File: config.mk
export PLATFORM = sky130hd
export DESIGN_NAME = data_mem_responder
export DESIGN_NICKNAME = d
export VERILOG_FILES = /design/src/rtl/data_mem_responder_pkg.sv /design/src/rtl/data_mem_responder_lane_align.sv /design/src/rtl/data_mem_responder.sv
export SDC_FILE = /design/constraint.sdc
export NUM_CORES = 2
export LEC_CHECK = 0
export ABC_AREA = 1
export CORE_MARGIN = 2
export CORE_UTILIZATION = 28
export CTS_BUF_LIST = sky130_fd_sc_hd__clkbuf_8
export DETAILED_ROUTE_END_ITERATION = 16
export HOLD_SLACK_MARGIN = 0.15
export PLACE_DENSITY = 0.41
export SYNTH_ARGS = -nofsm -noshare
export SYNTH_HDL_FRONTEND = slang
export SYNTH_SLANG_ARGS = --single-unit
File: constraint.sdc
create_clock -name clk -period 13.89 [get_ports clk]
set_input_delay 1.389 -clock clk [delete_from_list [all_inputs] [get_ports clk]]
set_output_delay 1.389 -clock clk [all_outputs]
set_load 0.05 [all_outputs]
File: src/rtl/data_mem_responder_pkg.sv
// Shared definitions for the data memory responder and its lane-alignment helper.
//   size_e  : request access size encoding (byte / half / word / illegal)
//   state_e : responder FSM states
//   CntW    : width of the wait-state counter (LATENCY range 0..15)
package data_mem_responder_pkg;

    typedef enum logic [1:0] {
        SzByte    = 2'b00,
        SzHalf    = 2'b01,
        SzWord    = 2'b10,
        SzIllegal = 2'b11
    } size_e;

    typedef enum logic [1:0] {
        StIdle = 2'b00,
        StWait = 2'b01,
        StResp = 2'b10
    } state_e;

    localparam int unsigned CntW = 4;

    // Access is illegal if the size is reserved or the address is not naturally aligned.
    function automatic logic is_misaligned(input logic [1:0] size, input logic [1:0] addr);
        logic bad;
        unique case (size)
            SzByte:  bad = 1'b0;
            SzHalf:  bad = addr[0];
            SzWord:  bad = (addr != 2'b00);
            default: bad = 1'b1;
        endcase
        return bad;
    endfunction

endpackage

File: src/rtl/data_mem_responder_lane_align.sv
// Combinational little-endian byte-lane helper, shared with the datapath.
// Ports:
//   word        in  32  current contents of the addressed memory word
//   addr        in  2   byte offset within the word
//   size        in  2   00 byte, 01 half, 10 word, 11 illegal
//   sign_ext    in  1   loads: 1 sign-extend, 0 zero-extend (ignored for words)
//   wdata       in  32  store data, right-justified
//   load_ext    out 32  selected lanes right-justified and extended
//   merged_word out 32  word with the selected lanes replaced by wdata
//   misaligned  out 1   illegal size or unaligned address
module data_mem_responder_lane_align
    import data_mem_responder_pkg::*;
(
    input  logic [31:0] word,
    input  logic [1:0]  addr,
    input  logic [1:0]  size,
    input  logic        sign_ext,
    input  logic [31:0] wdata,
    output logic [31:0] load_ext,
    output logic [31:0] merged_word,
    output logic        misaligned
);

    logic [4:0]  shamt;
    logic [31:0] shifted;
    logic [31:0] lane_mask;
    logic [31:0] wdata_sh;

    always_comb begin
        shamt      = {addr, 3'b000};
        shifted    = word >> shamt;
        wdata_sh   = wdata << shamt;
        misaligned = is_misaligned(size, addr);

        load_ext  = 32'h0;
        lane_mask = 32'h0;
        unique case (size)
            SzByte: begin
                load_ext  = {{24{sign_ext & shifted[7]}}, shifted[7:0]};
                lane_mask = 32'h0000_00ff << shamt;
            end
            SzHalf: begin
                load_ext  = {{16{sign_ext & shifted[15]}}, shifted[15:0]};
                lane_mask = 32'h0000_ffff << shamt;
            end
            SzWord: begin
                // Only meaningful when aligned, where the shift is zero.
                load_ext  = shifted;
                lane_mask = 32'hffff_ffff;
            end
            default: begin
                // Reserved size: no lanes selected, word passes through untouched.
                load_ext  = 32'h0;
                lane_mask = 32'h0;
            end
        endcase

        merged_word = (word & ~lane_mask) | (wdata_sh & lane_mask);
    end

endmodule

File: src/rtl/data_mem_responder.sv
// Memory-side responder for LB/LH/LW/SB/SH/SW traffic with programmable wait states.
// One request at a time; the response appears LATENCY+1 cycles after the accept edge
// and is held until the consumer takes it.
// Ports:
//   clk, reset            clock, synchronous active-high reset
//   req_valid/req_ready   request handshake (ready only while idle)
//   req_write             1 store, 0 load
//   req_size              00 byte, 01 half, 10 word, 11 illegal
//   req_signed            loads: sign-extend when set
//   req_addr              byte address
//   req_wdata             right-justified store data
//   rsp_valid/rsp_ready   response handshake
//   rsp_rdata             extended load data; 0 for stores and errors
//   rsp_err               misaligned address or illegal size
module data_mem_responder
    import data_mem_responder_pkg::*;
#(
    parameter int unsigned ADDR_W  = 8,
    parameter int unsigned LATENCY = 2
) (
    input  logic              clk,
    input  logic              reset,
    input  logic              req_valid,
    output logic              req_ready,
    input  logic              req_write,
    input  logic [1:0]        req_size,
    input  logic              req_signed,
    input  logic [ADDR_W-1:0] req_addr,
    input  logic [31:0]       req_wdata,
    output logic              rsp_valid,
    input  logic              rsp_ready,
    output logic [31:0]       rsp_rdata,
    output logic              rsp_err
);

    localparam int unsigned    Words  = 2 ** (ADDR_W - 2);
    localparam logic [CntW-1:0] LatCnt = CntW'(LATENCY);

    state_e            state;
    logic [CntW-1:0]   cnt;

    // Request latch
    logic              lat_write;
    logic [1:0]        lat_size;
    logic              lat_signed;
    logic [ADDR_W-1:0] lat_addr;
    logic [31:0]       lat_wdata;

    logic [31:0]       mem [Words];
    logic [31:0]       cur_word;
    logic [31:0]       load_ext;
    logic [31:0]       merged_word;
    logic              misaligned;
    logic              access;
    logic              mem_we;

    assign cur_word = mem[lat_addr[ADDR_W-1:2]];

    data_mem_responder_lane_align u_lane_align (
        .word        (cur_word),
        .addr        (lat_addr[1:0]),
        .size        (lat_size),
        .sign_ext    (lat_signed),
        .wdata       (lat_wdata),
        .load_ext    (load_ext),
        .merged_word (merged_word),
        .misaligned  (misaligned)
    );

    // The access happens on the edge that leaves WAIT; reset on that edge cancels it.
    assign access = (state == StWait) && (cnt == '0);
    assign mem_we = access && !reset && lat_write && !misaligned;

    always_ff @(posedge clk) begin
        if (reset) begin
            state     <= StIdle;
            cnt       <= '0;
            req_ready <= 1'b1;
            rsp_valid <= 1'b0;
            rsp_rdata <= 32'h0;
            rsp_err   <= 1'b0;
        end else begin
            unique case (state)
                StIdle: begin
                    if (req_valid) begin
                        lat_write  <= req_write;
                        lat_size   <= req_size;
                        lat_signed <= req_signed;
                        lat_addr   <= req_addr;
                        lat_wdata  <= req_wdata;
                        cnt        <= LatCnt;
                        req_ready  <= 1'b0;
                        state      <= StWait;
                    end
                end
                StWait: begin
                    if (cnt == '0) begin
                        rsp_rdata <= (lat_write || misaligned) ? 32'h0 : load_ext;
                        rsp_err   <= misaligned;
                        rsp_valid <= 1'b1;
                        state     <= StResp;
                    end else begin
                        cnt <= cnt - 1'b1;
                    end
                end
                StResp: begin
                    // rdata/err deliberately held after the handshake.
                    if (rsp_ready) begin
                        rsp_valid <= 1'b0;
                        req_ready <= 1'b1;
                        state     <= StIdle;
                    end
                end
                default: begin
                    req_ready <= 1'b1;
                    rsp_valid <= 1'b0;
                    state     <= StIdle;
                end
            endcase
        end
    end

    // Storage is never cleared by reset.
    always_ff @(posedge clk) begin
        if (mem_we) begin
            mem[lat_addr[ADDR_W-1:2]] <= merged_word;
        end
    end

endmodule

Yosys cells after proc, flatten, opt, wreduce, memory -nomap -nowiden:

Memories as Yosys holds them, arrays and structs flattened. A register that Yosys moved wholly into a read port is not among the register bits.
Index checks and enable logic that the tools add are counted.

* register bits: 85
* bits in writable memories: 2048
* output and inout bits: 35
* logic and storage cells: 72
* memories kept: 1

Memories
* mem: depth 64, width 32, rd ports 1, clocked after Yosys merged registers in 1, wr ports 1, RTL line data_mem_responder.sv:49 `logic [31:0] mem [Words];`

* $add $sub $neg: 1
* equality and inequality tests: 8
* shift-type cells: 4
* muxes and demuxes: 20
* bitwise logic cells: 9
* reduce and logical (&&, ||, !) cells: 18

Operator list (number)
* 32-bit one-hot mux with 3 select lines: 2
* 32-bit bitwise AND: 2
* 32-bit two-way mux: 1
* 32-bit inverter: 1
* 32-bit bitwise OR: 1
* 16-bit by 5-bit left shift with 32-bit output, first input constant: 1
* 32-bit by 5-bit left shift with 32-bit output: 1
* 8-bit by 5-bit left shift with 32-bit output, first input constant: 1
* 32-bit by 5-bit right shift with 32-bit output: 1
* 3-bit AND reduction: 5
* 1-bit one-hot mux with 3 select lines: 3
* 4-bit two-way mux: 2
* 4-bit one-hot mux with 2 select lines: 1
* 1-bit two-way mux: 6
* 2-bit two-way mux: 3
* 6-bit two-way mux: 1
* 2-bit != test, second input constant: 3
* 2-bit one-hot mux with 3 select lines: 1
* 2-bit by 1-bit == test with 1-bit output, second input constant: 2
* 2-bit == test, second input constant: 2
* 1-bit logical AND: 4
* 2-bit zero test: 2
* 4-bit zero test: 1
* 2-bit nonzero test: 2
* other kinds (7): 11

Longest topological paths before layout:

* word-level depth: 7
* mapped depth: 21
* depth with buffers taken out: 17

By module:

Synthesis repeated with hierarchy kept, for this count alone.

* cell total of the unflattened synthesis: 7415
* area total of the unflattened synthesis: 87005.9 µm²

Modules (own cells, without submodules)
* data_mem_responder: times used 1, cells an instance 7001, area an instance 85186.7 µm², seq. area each 63761.2 µm²
* data_mem_responder_lane_align: times used 1, cells an instance 414, area an instance 1819.2 µm², seq. area each 0.0 µm²

Worst setup path before layout:

OpenSTA, ideal clock, no wires.

* path type: register -> register
* from: reg with a tool-made name
* to: mem mem[0][10] (data pin)
* library setup time: 0.702 ns
* data arrival time: 4.108 ns
* required time: 13.188 ns
* slack: 9.081 ns
* cell stages (with the launch flop): 15
* period minus slack after synthesis: 4.809 ns
* path through: dfxtp_1 buf_6 inv_6 buf_8 buf_6 buf_4 buf_4 nor2_1 o22ai_1 nand2_1 nand3_1 nand3_1 nand3_1 nand2_1 o21ai_0

RTL lines (RTL line)
* to (decl): data_mem_responder.sv:49

==> flow_summary.ini <==
[global_routing]
overflow = 0
grt_pass1_wl_mm = 423
grt_pass1_vias = 54500
grt_max_degree = 252
antenna_found_initial = 12
grt_usage = 0.186

[clock_network]
numClockSinks = 2139
clockBufferDepth = 4
postCtsHoldBufs = 0
htree_num_levels = 5
path_clk_slew_ns = 0.06
cts.repair.resized = 0
cts_tree = built
root_buffer = clkbuf_8
cts_setup_buffers = 0
clock_latency_ns = 1.13
cts_buffers = 393

[sta]
whs_ns = 0.497
setup-tns-final_ns = 0
skew_ns = 0.134
final.period_utilization = 0.507
maxSlewViolCount = 66
maxSlewHeadroom = -0.0520
hold_violations = 0
rsz0062_at_grt = no
finalCriticalPeriod_ns = 7.04
tightest_slew_ns = 1.58
max_freq_ghz = 0.142
setup_viol = 0

[power]
power.density_nw_per_um2 = 151
vdd_drop_max_mv = 0.104
leakage_nw = 33.3

[placed_design]
io_buffers = 82
gp_congestion = 0.912
dp_hpwl_mm = 172

[route]
drcViolationCount = 0
num_vias = 57300
viasPerCell = 4.93
avgRoutedWirePerCell_um = 25.8
drt_wl_total_mm = 300
drtIter0Drc = 5298
firstDrtPassIters = 6
antenna_left = 0

[worst_setup_path]
crit_path_start_kind = flop
cp_common_cell = nand2_1
arrival_ns = 7.82
crit_end = mem[41][31]$_DFFE_PP_
crit_cells = 15
worstReg2RegEnd = mem[41][31]$_DFFE_PP_
r2r_setup_slack_ns = 6.85
crit_chain = buf_4 -> buf_12 -> buf_4 -> buf_4 -> nand2_1 -> nand3_1 -> nand3_1 -> nand2_1 -> nand2_1 -> nand2_1 -> nand2_1 -> nand3_1 -> nand2_1 -> o21ai_4 -> buf_4
reg2regPathDepth = 15
crit_type = reg -> reg
end_kind = flop
crit_family = buffers and inverters
timing.critical_path.buf_inv = 5
cp_max_fo = 159
cp_slowest_cell = o21ai_4
required_ns = 14.68
cpPeakStageDelay_ns = 0.98

[synthesis]
ys_top_cells_by_area = edfxtp_1 (73%), nand3_1 (8.4%), nand2_1 (7.6%), o21ai_0 (2.3%), nor2_1 (2.0%)
synth.most_common_cell = edfxtp_1
syn_inst = 7066
yosys.cell_types.count = 34
avgSynthCellArea_um2 = 12.2
async_flop_share = 0
synth_commonest_cells = edfxtp_1 (2,092), nand2_1 (1,746), nand3_1 (1,459)
synth_top_area_frac = 0.727
syn_area_um2 = 86400
synth_edf_count = 2092
synth-seq-cells = 2139
ys_seq_area_frac = 0.738
yosys.area.top_type = edfxtp_1
synthesis.nets = 7116
ys_warn_count = 0
synth_flop_cell = edfxtp_1

[min_path]
hp-start = rsp_rdata[7]$_SDFFE_PP0P_
hold_path_class = reg -> reg

[floorplanning]
die-area_um2 = 313000
die_y_um = 560
die_w_um = 560
core_area_um2 = 308000
start_util = 0.281
pin_count = 83
rows = 204

[finish]
drive_gt1_frac = 0.0970
finish.utilization = 0.320
fillers = 31000
final_nets = 7272
area_growth_pct = 14.0

[run]
maxCapViolations = 0

[outcome]
violations = slew limit
outcome = finished with violations
where the power goes:
part	switching (mW)	leakage (nW)	internal, mW
clock network	2.61	3.95	2.74
logic	1.66	10.0	0.412
registers	0.0506	19.3	7.40
total	4.32	33.3	10.5
how the worst min path moves through the flow:
stage	endpoint	slack, ns	cells after the start
finish	rsp_rdata[7]$_SDFFE_PP0P_	0.50	2
global route	rsp_rdata[7]$_SDFFE_PP0P_	0.52	2
CTS	req_ready$_SDFFE_PP1P_	0.50	2
detailed placement	req_ready$_SDFFE_PP1P_	0.47	2
global placement	req_ready$_SDFFE_PP1P_	0.48	2
floorplan	cnt[3]$_SDFFE_PP0P_	0.48	2
logic make-up after synthesis:
kind of cell    count (synthesis)  synth area share
buf+inv                       525            0.0353
compound gates                711            0.0450
fa+ha+maj                       2          0.000289
simple gates                 3689             0.182
flops                        2139             0.738
flip-flops by register name (all words and copies together) (netlist names), 2 cells and up, named ones only:
register   count
mem         2048
rsp_rdata     32
lat_wdata     32
cnt            4
lat_size       2
lat_addr       8
state          2
metal layers:
layer	GRT usage	up-vias	wire [um]
met5	0	-	0
met4	0.0760	0	12800
met3	0.0246	466	14300
met2	0.276	1712	132000
met1	0.272	29300	141000
li1	-	25800	-
layout by cell type (no fill, tap or decap), types with 5 or more instances in the layout:
master           instances
nand3_1               1455
clkinv_1                78
clkinv_2                24
diode_2                 14
a22oi_1                  7
o22ai_4                  8
clkdlybuf4s50_1         81
dfxtp_1                 42
o21ai_4                 19
nand2_1               1746
nor2_4                  66
o21ai_0                381
o22ai_1                195
buf_4                  143
a21oi_1                 53
o21ai_1                 30
inv_1                  183
clkinvlp_4               6
buf_12                  10
clkbuf_8               408
nor2_1                 403
edfxtp_1              2092
dfxtp_4                  5
nand3_2                  5
nor3_1                   5
metrics by stage:
step | worst slack, ns | area, um^2 | power, mW | std cells
2_1_floorplan | 9.08 | 86400 | 8.70 | 7066
3_3_place_gp | 6.98 | 91800 | 9.64 | 10900
3_5_place_dp | 7.01 | 91800 | 9.65 | 10900
4_1_cts | 6.96 | 98500 | 15.0 | 11600
5_1_grt | 6.46 | 98500 | 15.4 | 11600
6_report | 6.85 | 98500 | 14.9 | 11600
final cells by class:
| cell class | count | area [um^2] | area share |
|---|---|---|---|
| antenna | 14 | 35.0 | 0.000356 |
| clock buffer | 408 | 5620 | 0.0570 |
| clock inverter | 252 | 1100 | 0.0111 |
| inverter | 51 | 256 | 0.00260 |
| multi-input combinational | 4402 | 20500 | 0.208 |
| sequential | 2139 | 63800 | 0.647 |
| tap | 4120 | 5150 | 0.0523 |
| timing repair buffer | 235 | 2090 | 0.0212 |
worst register-to-register path, stage by stage, from the launching register on:
cell and delay (ns):
dfxtp_4 0.76, buf_4 0.71, buf_12 0.62, buf_4 0.86, buf_4 0.78, nand2_1 0.26, nand3_1 0.15, nand3_1 0.11
nand2_1 0.12, nand2_1 0.06, nand2_1 0.16, nand2_1 0.10, nand3_1 0.28, nand2_1 0.18, o21ai_4 0.98, buf_4 0.57
Note: power is estimated with default switching activity, not from simulation.
